**src/rtl/eth_mac_tx_arbiter_pkg.sv**
```systemverilog
// Shared types and helpers for the Ethernet MAC TX arbiter.
//   arb_state_t : arbiter FSM states (idle, frame transfer, inter-frame gap)
//   MAX_SRC     : largest supported number of sources
//   rr_pick     : round-robin pick, returns one-hot winner over MAX_SRC bits
package eth_tx_arb_pkg;

  typedef enum logic [1:0] {ARB_IDLE, ARB_XFER, ARB_GAP} arb_state_t;

  localparam int MAX_SRC   = 8;
  localparam int PTR_MAX_W = 3;

  // Scan starts one past the pointer and wraps at n, so the previous winner
  // is considered last. Bits of req at or above n must be zero.
  function automatic logic [MAX_SRC-1:0] rr_pick(input logic [MAX_SRC-1:0]   req,
                                                 input logic [PTR_MAX_W-1:0] ptr,
                                                 input int                   n);
    logic [MAX_SRC-1:0]   win;
    logic [PTR_MAX_W-1:0] idx;
    win = '0;
    for (int k = 1; k <= MAX_SRC; k++) begin
      idx = PTR_MAX_W'((int'(ptr) + k) % n);
      if (k <= n && win == '0 && req[idx]) win[idx] = 1'b1;
    end
    return win;
  endfunction

endpackage

```
**src/rtl/eth_mac_tx_arbiter_rr_arbiter.sv**
```systemverilog
// Combinational round-robin arbiter.
//   i_req    : request vector, one bit per source
//   i_ptr    : index of the most recent winner
//   o_winner : one-hot winner (all zero when no request)
//   o_valid  : at least one source is requesting
module rr_arbiter
  import eth_tx_arb_pkg::*;
#(
  parameter int NUM_SRC = 2,
  localparam int PTR_W  = (NUM_SRC > 1) ? $clog2(NUM_SRC) : 1
) (
  input  logic [NUM_SRC-1:0] i_req,
  input  logic [PTR_W-1:0]   i_ptr,
  output logic [NUM_SRC-1:0] o_winner,
  output logic               o_valid
);

  logic [MAX_SRC-1:0]   w_req_pad;
  logic [PTR_MAX_W-1:0] w_ptr_pad;
  logic [MAX_SRC-1:0]   w_win_full;

  assign w_req_pad  = MAX_SRC'(i_req);
  assign w_ptr_pad  = PTR_MAX_W'(i_ptr);
  assign w_win_full = rr_pick(w_req_pad, w_ptr_pad, NUM_SRC);
  assign o_winner   = w_win_full[NUM_SRC-1:0];
  assign o_valid    = |w_win_full;

endmodule

```
**src/rtl/eth_mac_tx_arbiter.sv**
```systemverilog
// Packet-granular round-robin arbiter in front of the Ethernet MAC TX stream.
// A granted source owns the MAC until its tlast beat is accepted; a fixed
// idle gap follows every frame before the next arbitration.
//   clk_125, reset_n      : clock, synchronous active-low reset
//   s_axis_tdata/tvalid/tlast/trdy : per-source AXI-stream inputs
//   m_tx_axis_tdata/tvalid/tlast/trdy : muxed stream toward the MAC
//   grant                 : registered one-hot grant (zero outside transfer)
//   busy                  : high during transfer and gap
module eth_mac_tx_arbiter
  import eth_tx_arb_pkg::*;
#(
  parameter int NUM_SRC    = 2,
  parameter int DATA_WIDTH = 8,
  parameter int GAP_CYCLES = 12
) (
  input  logic                          clk_125,
  input  logic                          reset_n,
  input  logic [NUM_SRC*DATA_WIDTH-1:0] s_axis_tdata,
  input  logic [NUM_SRC-1:0]            s_axis_tvalid,
  input  logic [NUM_SRC-1:0]            s_axis_tlast,
  output logic [NUM_SRC-1:0]            s_axis_trdy,
  output logic [DATA_WIDTH-1:0]         m_tx_axis_tdata,
  output logic                          m_tx_axis_tvalid,
  output logic                          m_tx_axis_tlast,
  input  logic                          m_tx_axis_trdy,
  output logic [NUM_SRC-1:0]            grant,
  output logic                          busy
);

  localparam int PTR_W = (NUM_SRC > 1) ? $clog2(NUM_SRC) : 1;

  arb_state_t         r_state;
  logic [NUM_SRC-1:0] r_grant;
  logic [PTR_W-1:0]   r_ptr;
  logic               r_busy;

  logic [NUM_SRC-1:0]    w_win;
  logic                  w_win_vld;
  logic [PTR_W-1:0]      w_gidx;
  logic [DATA_WIDTH-1:0] w_tdata;
  logic                  w_last_acc;
  logic                  w_gap_done;

  rr_arbiter #(.NUM_SRC(NUM_SRC)) u_rr (
    .i_req    (s_axis_tvalid),
    .i_ptr    (r_ptr),
    .o_winner (w_win),
    .o_valid  (w_win_vld)
  );

  // Grant is zero outside transfer, so an AND-OR mux also yields the
  // all-zero idle outputs without a separate state qualifier.
  always_comb begin
    w_tdata = '0;
    w_gidx  = '0;
    for (int i = 0; i < NUM_SRC; i++) begin
      w_tdata = w_tdata | (s_axis_tdata[i*DATA_WIDTH +: DATA_WIDTH] & {DATA_WIDTH{r_grant[i]}});
      if (r_grant[i]) w_gidx = PTR_W'(i);
    end
  end

  assign m_tx_axis_tdata  = w_tdata;
  assign m_tx_axis_tvalid = |(r_grant & s_axis_tvalid);
  assign m_tx_axis_tlast  = |(r_grant & s_axis_tlast);
  assign s_axis_trdy      = r_grant & {NUM_SRC{m_tx_axis_trdy}};
  assign grant            = r_grant;
  assign busy             = r_busy;

  assign w_last_acc = (r_state == ARB_XFER) && m_tx_axis_tvalid && m_tx_axis_trdy && m_tx_axis_tlast;

  generate
    if (GAP_CYCLES > 0) begin : g_gap
      localparam int CNT_W = $clog2(GAP_CYCLES + 1);
      logic [CNT_W-1:0] r_gap_cnt;

      // Loaded with GAP_CYCLES-1 so the state spends exactly GAP_CYCLES cycles in GAP.
      always_ff @(posedge clk_125) begin
        if (!reset_n) begin
          r_gap_cnt <= '0;
        end else if (w_last_acc) begin
          r_gap_cnt <= CNT_W'(GAP_CYCLES - 1);
        end else if (r_state == ARB_GAP && r_gap_cnt != '0) begin
          r_gap_cnt <= r_gap_cnt - CNT_W'(1);
        end
      end

      assign w_gap_done = (r_gap_cnt == '0);
    end else begin : g_no_gap
      assign w_gap_done = 1'b1;
    end
  endgenerate

  always_ff @(posedge clk_125) begin
    if (!reset_n) begin
      r_state <= ARB_IDLE;
      r_grant <= '0;
      r_ptr   <= PTR_W'(NUM_SRC - 1);
      r_busy  <= 1'b0;
    end else begin
      case (r_state)
        ARB_IDLE: begin
          if (w_win_vld) begin
            r_grant <= w_win;
            r_busy  <= 1'b1;
            r_state <= ARB_XFER;
          end
        end
        ARB_XFER: begin
          // Grant is held through source tvalid bubbles; only tlast releases it.
          if (w_last_acc) begin
            r_ptr   <= w_gidx;
            r_grant <= '0;
            if (GAP_CYCLES == 0) begin
              r_busy  <= 1'b0;
              r_state <= ARB_IDLE;
            end else begin
              r_state <= ARB_GAP;
            end
          end
        end
        ARB_GAP: begin
          if (w_gap_done) begin
            r_busy  <= 1'b0;
            r_state <= ARB_IDLE;
          end
        end
        default: begin
          r_grant <= '0;
          r_busy  <= 1'b0;
          r_state <= ARB_IDLE;
        end
      endcase
    end
  end

endmodule

```
**config.mk**
```make
export PLATFORM = sky130hd
export DESIGN_NAME = eth_mac_tx_arbiter
export DESIGN_NICKNAME = d
export VERILOG_FILES = /design/src/rtl/eth_mac_tx_arbiter_pkg.sv /design/src/rtl/eth_mac_tx_arbiter_rr_arbiter.sv /design/src/rtl/eth_mac_tx_arbiter.sv
export SDC_FILE = /design/constraint.sdc
export NUM_CORES = 1
export LEC_CHECK = 0
export CELL_PAD_IN_SITES_DETAIL_PLACEMENT = 1
export CELL_PAD_IN_SITES_GLOBAL_PLACEMENT = 2
export CORE_UTILIZATION = 20
export CTS_CLUSTER_SIZE = 24
export DETAILED_ROUTE_END_ITERATION = 7
export GPL_ROUTABILITY_DRIVEN = 0
export PLACE_DENSITY_LB_ADDON = 0.2
export SLEW_MARGIN = 30
export SYNTH_ARGS = -nofsm -noshare
export SYNTH_HDL_FRONTEND = slang
export SYNTH_SLANG_ARGS = --single-unit
```
**constraint.sdc**
```tcl
create_clock -name clk_125 -period 3.5 [get_ports clk_125]
set_clock_uncertainty 0.2 [all_clocks]
set_input_delay 1.05 -clock clk_125 [delete_from_list [all_inputs] [get_ports clk_125]]
set_output_delay 1.05 -clock clk_125 [all_outputs]
set_load 0.05 [all_outputs]
```
; Word level (Yosys, flattened, before mapping)
; Cells that the tools add are included.
[word_totals]
ff_bits = 10
latchBits = 0
mem_bits_rw = 0
romBits = 0
input_bits = 23
output_inout_bits = 15
word_cells = 73
n_memories = 0
[classes]
add_sub_neg = 3
mul = 0
div = 0
order_cmp = 4
eq_ne = 5
shifts = 0
n_mux = 23
bitwise = 12
n_reduce_logical = 20
[op_table]
columns = op, count
row1 = $and 8x8->8, 2
row2 = $mux 8, 2
row3 = $or 8x8->8, 2
row4 = $pmux 2 s3, 2
row5 = $mux 2, 5
row6 = $reduce_and 3->1, 3
row7 = $logic_not 8->1, 1
row8 = $lt 3x4->1 const B, 2
row9 = $mux 4, 2
row10 = $reduce_or 8->1, 1
row11 = $logic_and 1x1->1, 7
row12 = $mux 1, 7
row13 = $and 2x2->2, 3
row14 = $ge 3x1->1 const B, 2
row15 = $reduce_or 2->1, 3
row16 = $bmux 1 s2, 2
row17 = $demux 1 s2, 2
row18 = $logic_not 4->1, 1
row19 = $ne 2x2->1 const B, 2
row20 = $reduce_bool 4->1, 1
row21 = $sub 4x1->4 const B, 1
row22 = $not 1->1, 3
row23 = $pmux 1 s3, 1
row24 = $add 1x1->1 const B, 2
row25 = 7 further kinds, 8

; Logic depth before layout (Yosys ltp)
; Gate-level depths: netlist (run 1).
[logic_depth]
depth_word = 13
ltp_mapped = 6
mapped_depth_nobuf = 6

; Hierarchy
; Synthesis (run 1) repeated with hierarchy kept, for this count alone.
[hier_totals]
hier_cells = 77
hier_area_um2 = 676.9
[modules_own_cells]
columns = mod, instances, cells_each, area_per_inst_um2, seq_area_each_um2
row1 = eth_mac_tx_arbiter, 1, 73, 651.9, 200.2
row2 = rr_arbiter, 1, 4, 25.0, 0.0

; Worst setup path after synthesis (run 1)
; Ideal clock, no wire load.
[synth_path]
kind = input to output
start = input s_axis_tvalid[1]
end = output m_tx_axis_tvalid
arrival_time_ns = 1.637
setup_slack_ns = 0.613
path_stages = 2
n_path_buf = 1
cell_sequence = buf_2 a22o_1
[synth_via]
elab_chain_len = 2
[synth_lines]
columns = item, line_no
row1 = "start, declared", eth_mac_tx_arbiter.sv:19  ; input logic [NUM_SRC-1:0] s_axis_tvalid,
row2 = $and 2x2->2, eth_mac_tx_arbiter.sv:63  ; assign m_tx_axis_tvalid = |(r_grant & s_axis_tvalid);
row3 = $reduce_or 2->1, eth_mac_tx_arbiter.sv:63
row4 = "end, declared", eth_mac_tx_arbiter.sv:23  ; output logic m_tx_axis_tvalid,
; Every way passes these cells.

; Worst setup path after layout (run 1)
[layout_path]
start = input s_axis_tlast[0]
end = output m_tx_axis_tlast
[layout_via]
elab_chain_len = 2
[layout_lines]
columns = item, line_no
row1 = "start, declared", eth_mac_tx_arbiter.sv:20  ; input logic [NUM_SRC-1:0] s_axis_tlast,
row2 = $and 2x2->2, eth_mac_tx_arbiter.sv:64  ; assign m_tx_axis_tlast = |(r_grant & s_axis_tlast);
row3 = $reduce_or 2->1, eth_mac_tx_arbiter.sv:64
row4 = "end, declared", eth_mac_tx_arbiter.sv:24  ; output logic m_tx_axis_tlast,
; Every way passes these cells.

==> metrics.log, run 1 <==
INFO  metric worst_hold_path.num_cells = 3
INFO  metric preCtsSetupSlack = around 0.29 ns
INFO  metric layout.cells.non_filler = 162
INFO  metric syn-mean-instance-area = 8.27 um^2
INFO  metric syn-instance-count = approximately 80
INFO  metric chipHeight = 59.1 um
INFO  metric synth_mux_area_share = 3.45%
INFO  metric finish.net_count = roughly 140
INFO  metric layout-drive-gt1-share = between 20% and 30%
INFO  metric total_routing_usage_gr = between 10% and 20%
INFO  metric starting_density_of_the_core = approximately a fifth
INFO  metric timing.reg2reg.setup_slack = about 1.8 ns
INFO  metric num_antenna_cells = 0
INFO  metric die_w = between 50 and 60 um
INFO  metric netlist_area = approximately 650 um^2
INFO  metric status = completed
INFO  metric synthSimpleGateAreaFrac = 19.7%
INFO  metric setup_total_negative_slack = 0 ns
INFO  metric synth-compound-area-share = 36.8%
INFO  metric critical_path.endpoint_type = output port
INFO  metric routed_wire_length_per_instance = 14.0 um
INFO  metric synth_adder_area_share = around 1.9%
INFO  metric cts-htree-levels = 1
INFO  metric num_io_pins = 38
INFO  metric hpwlAfterDp = between 1500 and 2000 um
INFO  metric numCtsBuffers = 3
INFO  metric drc = 0
INFO  metric yosys-top-cells-area = sky130_fd_sc_hd__dfxtp_1 31%, sky130_fd_sc_hd__a22o_1 15%, sky130_fd_sc_hd__a21boi_1 4.6%, sky130_fd_sc_hd__nand2_1 3.4%, sky130_fd_sc_hd__a21oi_1 3.1%
INFO  metric worst_skew_pair.late_latency = 0.26 ns
INFO  metric min_period = approximately 3.2 ns
INFO  metric yosys.area_share.xor_xnor = about 1.3%
INFO  metric static-leakage-power = just under 0.5 nW
INFO  metric r2r_path_end = g_gap.r_gap_cnt[2]
INFO  metric first_pass_grt_wire_length = 3540 um
INFO  metric yosysSeqAreaShare = a little under a third
INFO  metric timing.critical_path.from_type = input port
INFO  metric timing.reg2reg.worst_path_depth = 5
INFO  metric cts_num_sinks = 10
INFO  metric cellPowerDensity = about 330 nW/um^2
INFO  metric synth_warnings = 0
INFO  metric placement_rows = 20
INFO  metric grt_setup_unrepaired = no
INFO  metric max-vdd-ir-drop = roughly 0.00017 V
INFO  metric clock.fmax = 0.312 GHz
INFO  metric grt_max_degree = 16
INFO  metric sequential_cell_area = between 200 and 250 um^2
INFO  metric antenna_found_initial = 0
INFO  metric final_critical_path_setup_slack = roughly 0.29 ns
INFO  metric synth_top_area_share = slightly above 30%
INFO  metric detailedRoute.firstPassIterationCount = 4
INFO  metric dr.first_iter.drc_count = 12
INFO  metric max-cap-violations = 0
INFO  metric worst_r2r_start = grant[0]
INFO  metric dr_total_vias = 738
INFO  metric dominant_combinational_cell_family_by_area_after_synthesis = compound AO/OA/AOI/OAI gates
INFO  metric path_clk_slew = approximately 0.060 ns
INFO  metric number_of_setup_violations_in_the_final_report = 0
INFO  metric design.die.area = roughly 3500 um^2
INFO  metric grt_pass1_vias = about 720
INFO  metric multi_input_area = between 400 and 500 um^2
INFO  metric post_cts_repair_resize_count = 0
INFO  metric place.detailed.instances = approximately 160
INFO  metric hold_start = g_gap.r_gap_cnt[1]
INFO  metric max-slew-margin-rel = about two thirds
INFO  metric port_buffers = 37
INFO  metric worst-slew-pin-transition = approximately 0.51 ns
INFO  metric filler_cell_count_in_the_final_layout = 361
INFO  metric tritoncts_clock_tree = built
INFO  metric critPathArrivalTime = just under 2 ns
INFO  metric clockBufferDepth = 2
INFO  metric cts_root_buffer = sky130_fd_sc_hd__clkbuf_4
INFO  metric area.growth.synth_to_final = 89.3%
INFO  metric hold_path_end = g_gap.r_gap_cnt[1]
INFO  metric detail-route-antenna-nets = 0
INFO  metric synth_cell_type_count = 33
INFO  metric mappedNetlistNets = 103
INFO  metric cts-hold-fix-buffers = 0
INFO  metric drt-total-wl = 2270 um
INFO  metric largest_area_contributor_in_the_netlist = sky130_fd_sc_hd__dfxtp_1
INFO  metric finalHoldViolations = 0
INFO  metric slew_violations = 0
INFO  metric tcrit_tclk_final = between 90% and 100%
INFO  metric worst-path-max-fanout = 4
INFO  metric criticalPathCategory = in2out
INFO  metric tightest_hold_check_type = reg2reg
INFO  metric routed_vias_inst = roughly 4.6
INFO  metric remaining_overflow_grt = 0
INFO  metric core-area = approximately 3000 um^2
INFO  metric postSynthRegisterBits = 10
INFO  metric worst_ep_required_time = about 2.3 ns
INFO  metric cts.repair_timing.setup_buffer_count = 0
-- per-layer routing --
| metal | wire length [um] | GRT usage, % | vias up | share of wire, % |
|---|---|---|---|---|
| li1 | - | - | 375 | - |
| met1 | 944 | 17.1 | 355 | 42 |
| met2 | 1280 | 24.2 | 6 | 56 |
| met3 | 30 | 3.28 | 2 | 1.3 |
| met4 | 17 | 3.06 | 0 | 0.75 |
| met5 | 0 | 0 | - | 0 |
-- logic make-up (layout without fill, tap and decap cells) --
kind of cell	Yosys count	in the layout
DFF	10	10
xor gates and xnor gates	1	1
and+or+nand+nor	24	24
muxes	2	2
buffers and inverters	9	48
adders and majority gates	1	1
AOI/OAI and AO/OA	32	32
-- where the power goes --
part           total [mW]  internal (mW)  switching, mW
Combinational       0.179         0.0888         0.0905
Sequential          0.125          0.120        0.00561
Clock               0.103         0.0631         0.0395
-- Yosys cell counts --
cell type and n:
sky130_fd_sc_hd__a211o_1 1, sky130_fd_sc_hd__a21boi_0 2, sky130_fd_sc_hd__a21boi_1 4, sky130_fd_sc_hd__a21oi_1 4, sky130_fd_sc_hd__a22o_1 11, sky130_fd_sc_hd__a31o_2 1, sky130_fd_sc_hd__a31oi_1 2, sky130_fd_sc_hd__and2_1 2
sky130_fd_sc_hd__and2b_2 1, sky130_fd_sc_hd__and3_1 2, sky130_fd_sc_hd__and3b_1 1, sky130_fd_sc_hd__buf_2 2, sky130_fd_sc_hd__buf_4 1, sky130_fd_sc_hd__clkbuf_1 3, sky130_fd_sc_hd__dfxtp_1 10, sky130_fd_sc_hd__ha_1 1
sky130_fd_sc_hd__inv_1 3, sky130_fd_sc_hd__mux2_1 1, sky130_fd_sc_hd__mux2_2 1, sky130_fd_sc_hd__nand2_1 6, sky130_fd_sc_hd__nand2b_1 1, sky130_fd_sc_hd__nand3_1 1, sky130_fd_sc_hd__nand4_1 1, sky130_fd_sc_hd__nor2_1 3
sky130_fd_sc_hd__nor2b_1 1, sky130_fd_sc_hd__nor3_1 4, sky130_fd_sc_hd__nor4b_1 1, sky130_fd_sc_hd__o2111ai_1 1, sky130_fd_sc_hd__o21a_1 1, sky130_fd_sc_hd__o21ai_0 3, sky130_fd_sc_hd__o21ai_2 1, sky130_fd_sc_hd__o31a_1 1
sky130_fd_sc_hd__xnor2_1 1
-- cell type report --
| type | instances | area share (%) |
|---|---|---|
| inverters | 3 | 0.911 |
| clock buffers | 4 | 2.94 |
| repair buffers | 41 | 42.1 |
| multi-input cells | 60 | 33.4 |
| well taps | 44 | 4.45 |
| flip-flops and latches | 10 | 16.2 |
-- cells in the final DEF (no fill, tap or decap) --
cell	n
sky130_fd_sc_hd__and3b_1	1
sky130_fd_sc_hd__a21boi_1	4
sky130_fd_sc_hd__a31o_2	1
sky130_fd_sc_hd__nand4_1	1
sky130_fd_sc_hd__and2_1	2
sky130_fd_sc_hd__o21ai_0	3
sky130_fd_sc_hd__nor2b_1	1
sky130_fd_sc_hd__mux2_1	1
sky130_fd_sc_hd__o21ai_2	1
sky130_fd_sc_hd__nor4b_1	1
sky130_fd_sc_hd__clkdlybuf4s50_1	25
sky130_fd_sc_hd__a211o_1	1
sky130_fd_sc_hd__and3_1	2
sky130_fd_sc_hd__o31a_1	1
sky130_fd_sc_hd__and2b_2	1
sky130_fd_sc_hd__a31oi_1	2
sky130_fd_sc_hd__xnor2_1	1
sky130_fd_sc_hd__buf_4	4
sky130_fd_sc_hd__nor3_1	4
sky130_fd_sc_hd__o2111ai_1	1
sky130_fd_sc_hd__nand2b_1	1
sky130_fd_sc_hd__buf_12	12
sky130_fd_sc_hd__nand3_1	1
sky130_fd_sc_hd__a21oi_1	4
sky130_fd_sc_hd__clkbuf_8	1
sky130_fd_sc_hd__mux2_2	1
sky130_fd_sc_hd__inv_1	3
sky130_fd_sc_hd__dfxtp_1	10
sky130_fd_sc_hd__ha_1	1
sky130_fd_sc_hd__o21a_1	1
sky130_fd_sc_hd__a22o_1	11
sky130_fd_sc_hd__clkbuf_4	3
sky130_fd_sc_hd__nor2_1	3
sky130_fd_sc_hd__nand2_1	6
sky130_fd_sc_hd__a21boi_0	2
-- sequential cells by signal, summed over array words and instances (netlist names) --
signal,flops
g_gap.r_gap_cnt,4
grant,2
r_state,2
busy,1
r_ptr,1
-- critical path, cell delays in order --
cell and delay, ns:
sky130_fd_sc_hd__clkdlybuf4s50_1 0.47, sky130_fd_sc_hd__a22o_1 0.29, sky130_fd_sc_hd__buf_12 0.15
-- worst max path at each step --
stage | from | cells past startpoint | slack [ns] | end
after detailed placement | s_axis_tlast[0] | 3 | 0.29 | m_tx_axis_tlast
final | s_axis_tlast[0] | 3 | 0.29 | m_tx_axis_tlast
after floorplan | s_axis_tvalid[1] | 2 | 0.61 | m_tx_axis_tvalid
after global placement | s_axis_tlast[0] | 3 | 0.30 | m_tx_axis_tlast
after CTS | s_axis_tlast[0] | 3 | 0.29 | m_tx_axis_tlast
after global routing | s_axis_tlast[0] | 3 | 0.25 | m_tx_axis_tlast
-- per-stage QoR --
step | util (%) | cell area, um^2 | hold WS (ns) | power, mW
CTS | 40.2 | 1240 | 0.403 | 0.414
global route | 40.2 | 1240 | 0.453 | 0.430
global placement | 39.0 | 1200 | 0.356 | 0.306
finish | 40.2 | 1240 | 0.398 | 0.407
detailed placement | 39.0 | 1200 | 0.393 | 0.309
floorplan | - | 653 | 0.321 | 0.213
Note: power is estimated with default switching activity, not from simulation.
==> run 2, diff against run 1 <==
Settings changed: SKIP_CTS_REPAIR_TIMING set to 1.
==> results of run 2 <==
The final DEF is identical to that of run 1; final timing and power are the same.
==> run 3, diff against run 2 <==
Settings changed: RECOVER_POWER set to 25.
==> metrics.log, run 3 (synthesis gave the netlist of run 1 again) <==
INFO  metric core-area = 3080 um^2 (unchanged)
INFO  metric worst-path-max-fanout = 2 (-2)
INFO  metric criticalPathCategory = in2out
INFO  metric routed_vias_inst = 4.56 (unchanged)
INFO  metric cts_num_sinks = 10 (unchanged)
INFO  metric die_w = 59.1 um (unchanged)
INFO  metric final_critical_path_setup_slack = 0.229 ns (-0.0621 ns)
INFO  metric numCtsBuffers = 3 (unchanged)
INFO  metric crit_family = buffers and inverters
INFO  metric clockBufferDepth = 2 (unchanged)
INFO  metric num_antenna_cells = 0 (unchanged)
INFO  metric tcrit_tclk_final = 93.5% (+1.8 points)
INFO  metric critical_path.endpoint_type = output port
INFO  metric num_io_pins = 38 (unchanged)
INFO  metric cts-htree-levels = 1 (unchanged)
INFO  metric dr_total_vias = 738 (unchanged)
INFO  metric largest_reg_flops = 4 (unchanged)
INFO  metric max-cap-violations = 0 (unchanged)
INFO  metric placement_rows = 20 (unchanged)
INFO  metric chipHeight = 59.1 um (unchanged)
INFO  metric grt_max_degree = 16 (unchanged)
INFO  metric fin_hold_ws = 0.397 ns (-0.000347 ns)
INFO  metric status = completed
INFO  metric slew_violations = 0 (unchanged)
INFO  metric grt_pass1_vias = 722 (unchanged)
INFO  metric finalHoldViolations = 0 (unchanged)
INFO  metric cellPowerDensity = 330 nW/um^2 (+0.16%)
INFO  metric grt_setup_unrepaired = no
INFO  metric total_routing_usage_gr = 13.8% (unchanged)
INFO  metric worst-path-buf-inv = 2 (unchanged)
INFO  metric number_of_setup_violations_in_the_final_report = 0 (unchanged)
INFO  metric layout.cells.most_common_list = 24 x sky130_fd_sc_hd__clkdlybuf4s50_1, 12 x sky130_fd_sc_hd__buf_12, 11 x sky130_fd_sc_hd__a22o_1
INFO  metric setup_total_negative_slack = 0 ns (unchanged)
INFO  metric path_clk_slew = 0.06 ns (about the same)
INFO  metric place.detailed.instances = 158 (unchanged)
INFO  metric slowest_delay = 0.55 ns (+0.08 ns)
INFO  metric port_buffers = 37 (unchanged)
INFO  metric detail-route-antenna-nets = 0 (unchanged)
INFO  metric tritoncts_clock_tree = built
INFO  metric area.growth.synth_to_final = 88.7%
INFO  metric hpwlAfterDp = 1810 um (unchanged)
INFO  metric worstPathCellList = dlygate4sd3_1 -> a22o_1 -> buf_12
INFO  metric preCtsSetupSlack = 0.290 ns (unchanged)
INFO  metric cts_root_buffer = sky130_fd_sc_hd__clkbuf_4
INFO  metric max-slew-margin-rel = 66.1% (about the same)
INFO  metric remaining_overflow_grt = 0 (unchanged)
INFO  metric drt-total-wl = 2270 um (+0.13%)
INFO  metric drc = 0 (unchanged)
INFO  metric largest_register = g_gap.r_gap_cnt
INFO  metric antenna_found_initial = 0 (unchanged)
INFO  metric min_period = 3.27 ns (+0.0621 ns)
INFO  metric design.die.area = 3500 um^2 (unchanged)
INFO  metric mostFrequentLayoutCell = sky130_fd_sc_hd__clkdlybuf4s50_1
INFO  metric worst_skew_pair.late_latency = 0.26 ns (about the same)
INFO  metric routed_wire_length_per_instance = 14.0 um (+0.13%)
INFO  metric first_pass_grt_wire_length = 3540 um (unchanged)
INFO  metric timing.critical_path.from_type = input port
INFO  metric tightest_hold_check_type = reg2reg
INFO  metric static-leakage-power = 0.476 nW (-0.94%)
INFO  metric max-vdd-ir-drop = 0.000166 V (+0.33%)
INFO  metric worst-slew-pin-transition = 0.506 ns (-0.000000894 ns)
INFO  metric clock.fmax = 0.306 GHz (-1.9%)
INFO  metric finish.net_count = 143 (unchanged)
INFO  metric final_core_utilization = 40.0% (-0.12 points)
INFO  metric detailedRoute.firstPassIterationCount = 4 (unchanged)
INFO  metric worst_ep_required_time = 2.25 ns (about the same)
INFO  metric critPathArrivalTime = 2.02 ns (+0.06 ns)
INFO  metric dr.first_iter.drc_count = 13 (+1)
INFO  metric layout-drive-gt1-share = 19.5% (-0.85 points)
INFO  metric layout.cells.non_filler = 162 (unchanged)
INFO  metric starting_density_of_the_core = 21.2% (unchanged)
INFO  metric slowest_stage = sky130_fd_sc_hd__dlygate4sd3_1
-- run 3: per-layer routing --
metal | up-vias | GRT usage, % | wire length [um]
li1 | 373 | - | -
met1 | 359 | 17.1 | 951
met2 | 4 | 24.2 | 1280
met3 | 2 | 3.28 | 24
met4 | 0 | 3.06 | 17
met5 | - | 0 | 0
-- run 3: area by class of cell --
type	count	area, um^2
Fill cell	361	1850
Tap cell	44	55.1
Multi-Input combinational cell	60	413
Sequential cell	10	200
Clock buffer	4	36.3
Timing Repair Buffer	41	517
Inverter	3	11.3
-- run 3: path summary, 6_finish.rpt --
kind,from,end,slack [ns],cells after the start
worst max-delay path,s_axis_tvalid[1],m_tx_axis_tvalid,0.23,3
worst min-delay path,g_gap.r_gap_cnt[1],g_gap.r_gap_cnt[1],0.40,3
worst max register to register,grant[0],g_gap.r_gap_cnt[2],1.81,5
worst min register to register,g_gap.r_gap_cnt[1],g_gap.r_gap_cnt[1],0.40,3
-- run 3: tightest hold or removal path, cell delays in order, from the launching register on --
cell and delay, ns:
sky130_fd_sc_hd__dfxtp_1 0.31, sky130_fd_sc_hd__inv_1 0.07, sky130_fd_sc_hd__mux2_1 0.12, sky130_fd_sc_hd__a21boi_1 0.05
-- run 3: report_power, final --
group          leakage (nW)  internal [mW]  switching, mW
Clock                0.0210         0.0631         0.0397
Sequential           0.0818          0.120        0.00561
Combinational         0.373         0.0880         0.0906
Total                 0.476          0.271          0.136
-- run 3: per-stage QoR --
| stage | instance area, um^2 | power, mW |
|---|---|---|
| 2_1_floorplan | 653 | 0.213 |
| 5_1_grt | 1230 | 0.429 |
| 6_report | 1230 | 0.407 |
| 4_1_cts | 1240 | 0.414 |
| 3_3_place_gp | 1200 | 0.306 |
| 3_5_place_dp | 1200 | 0.309 |
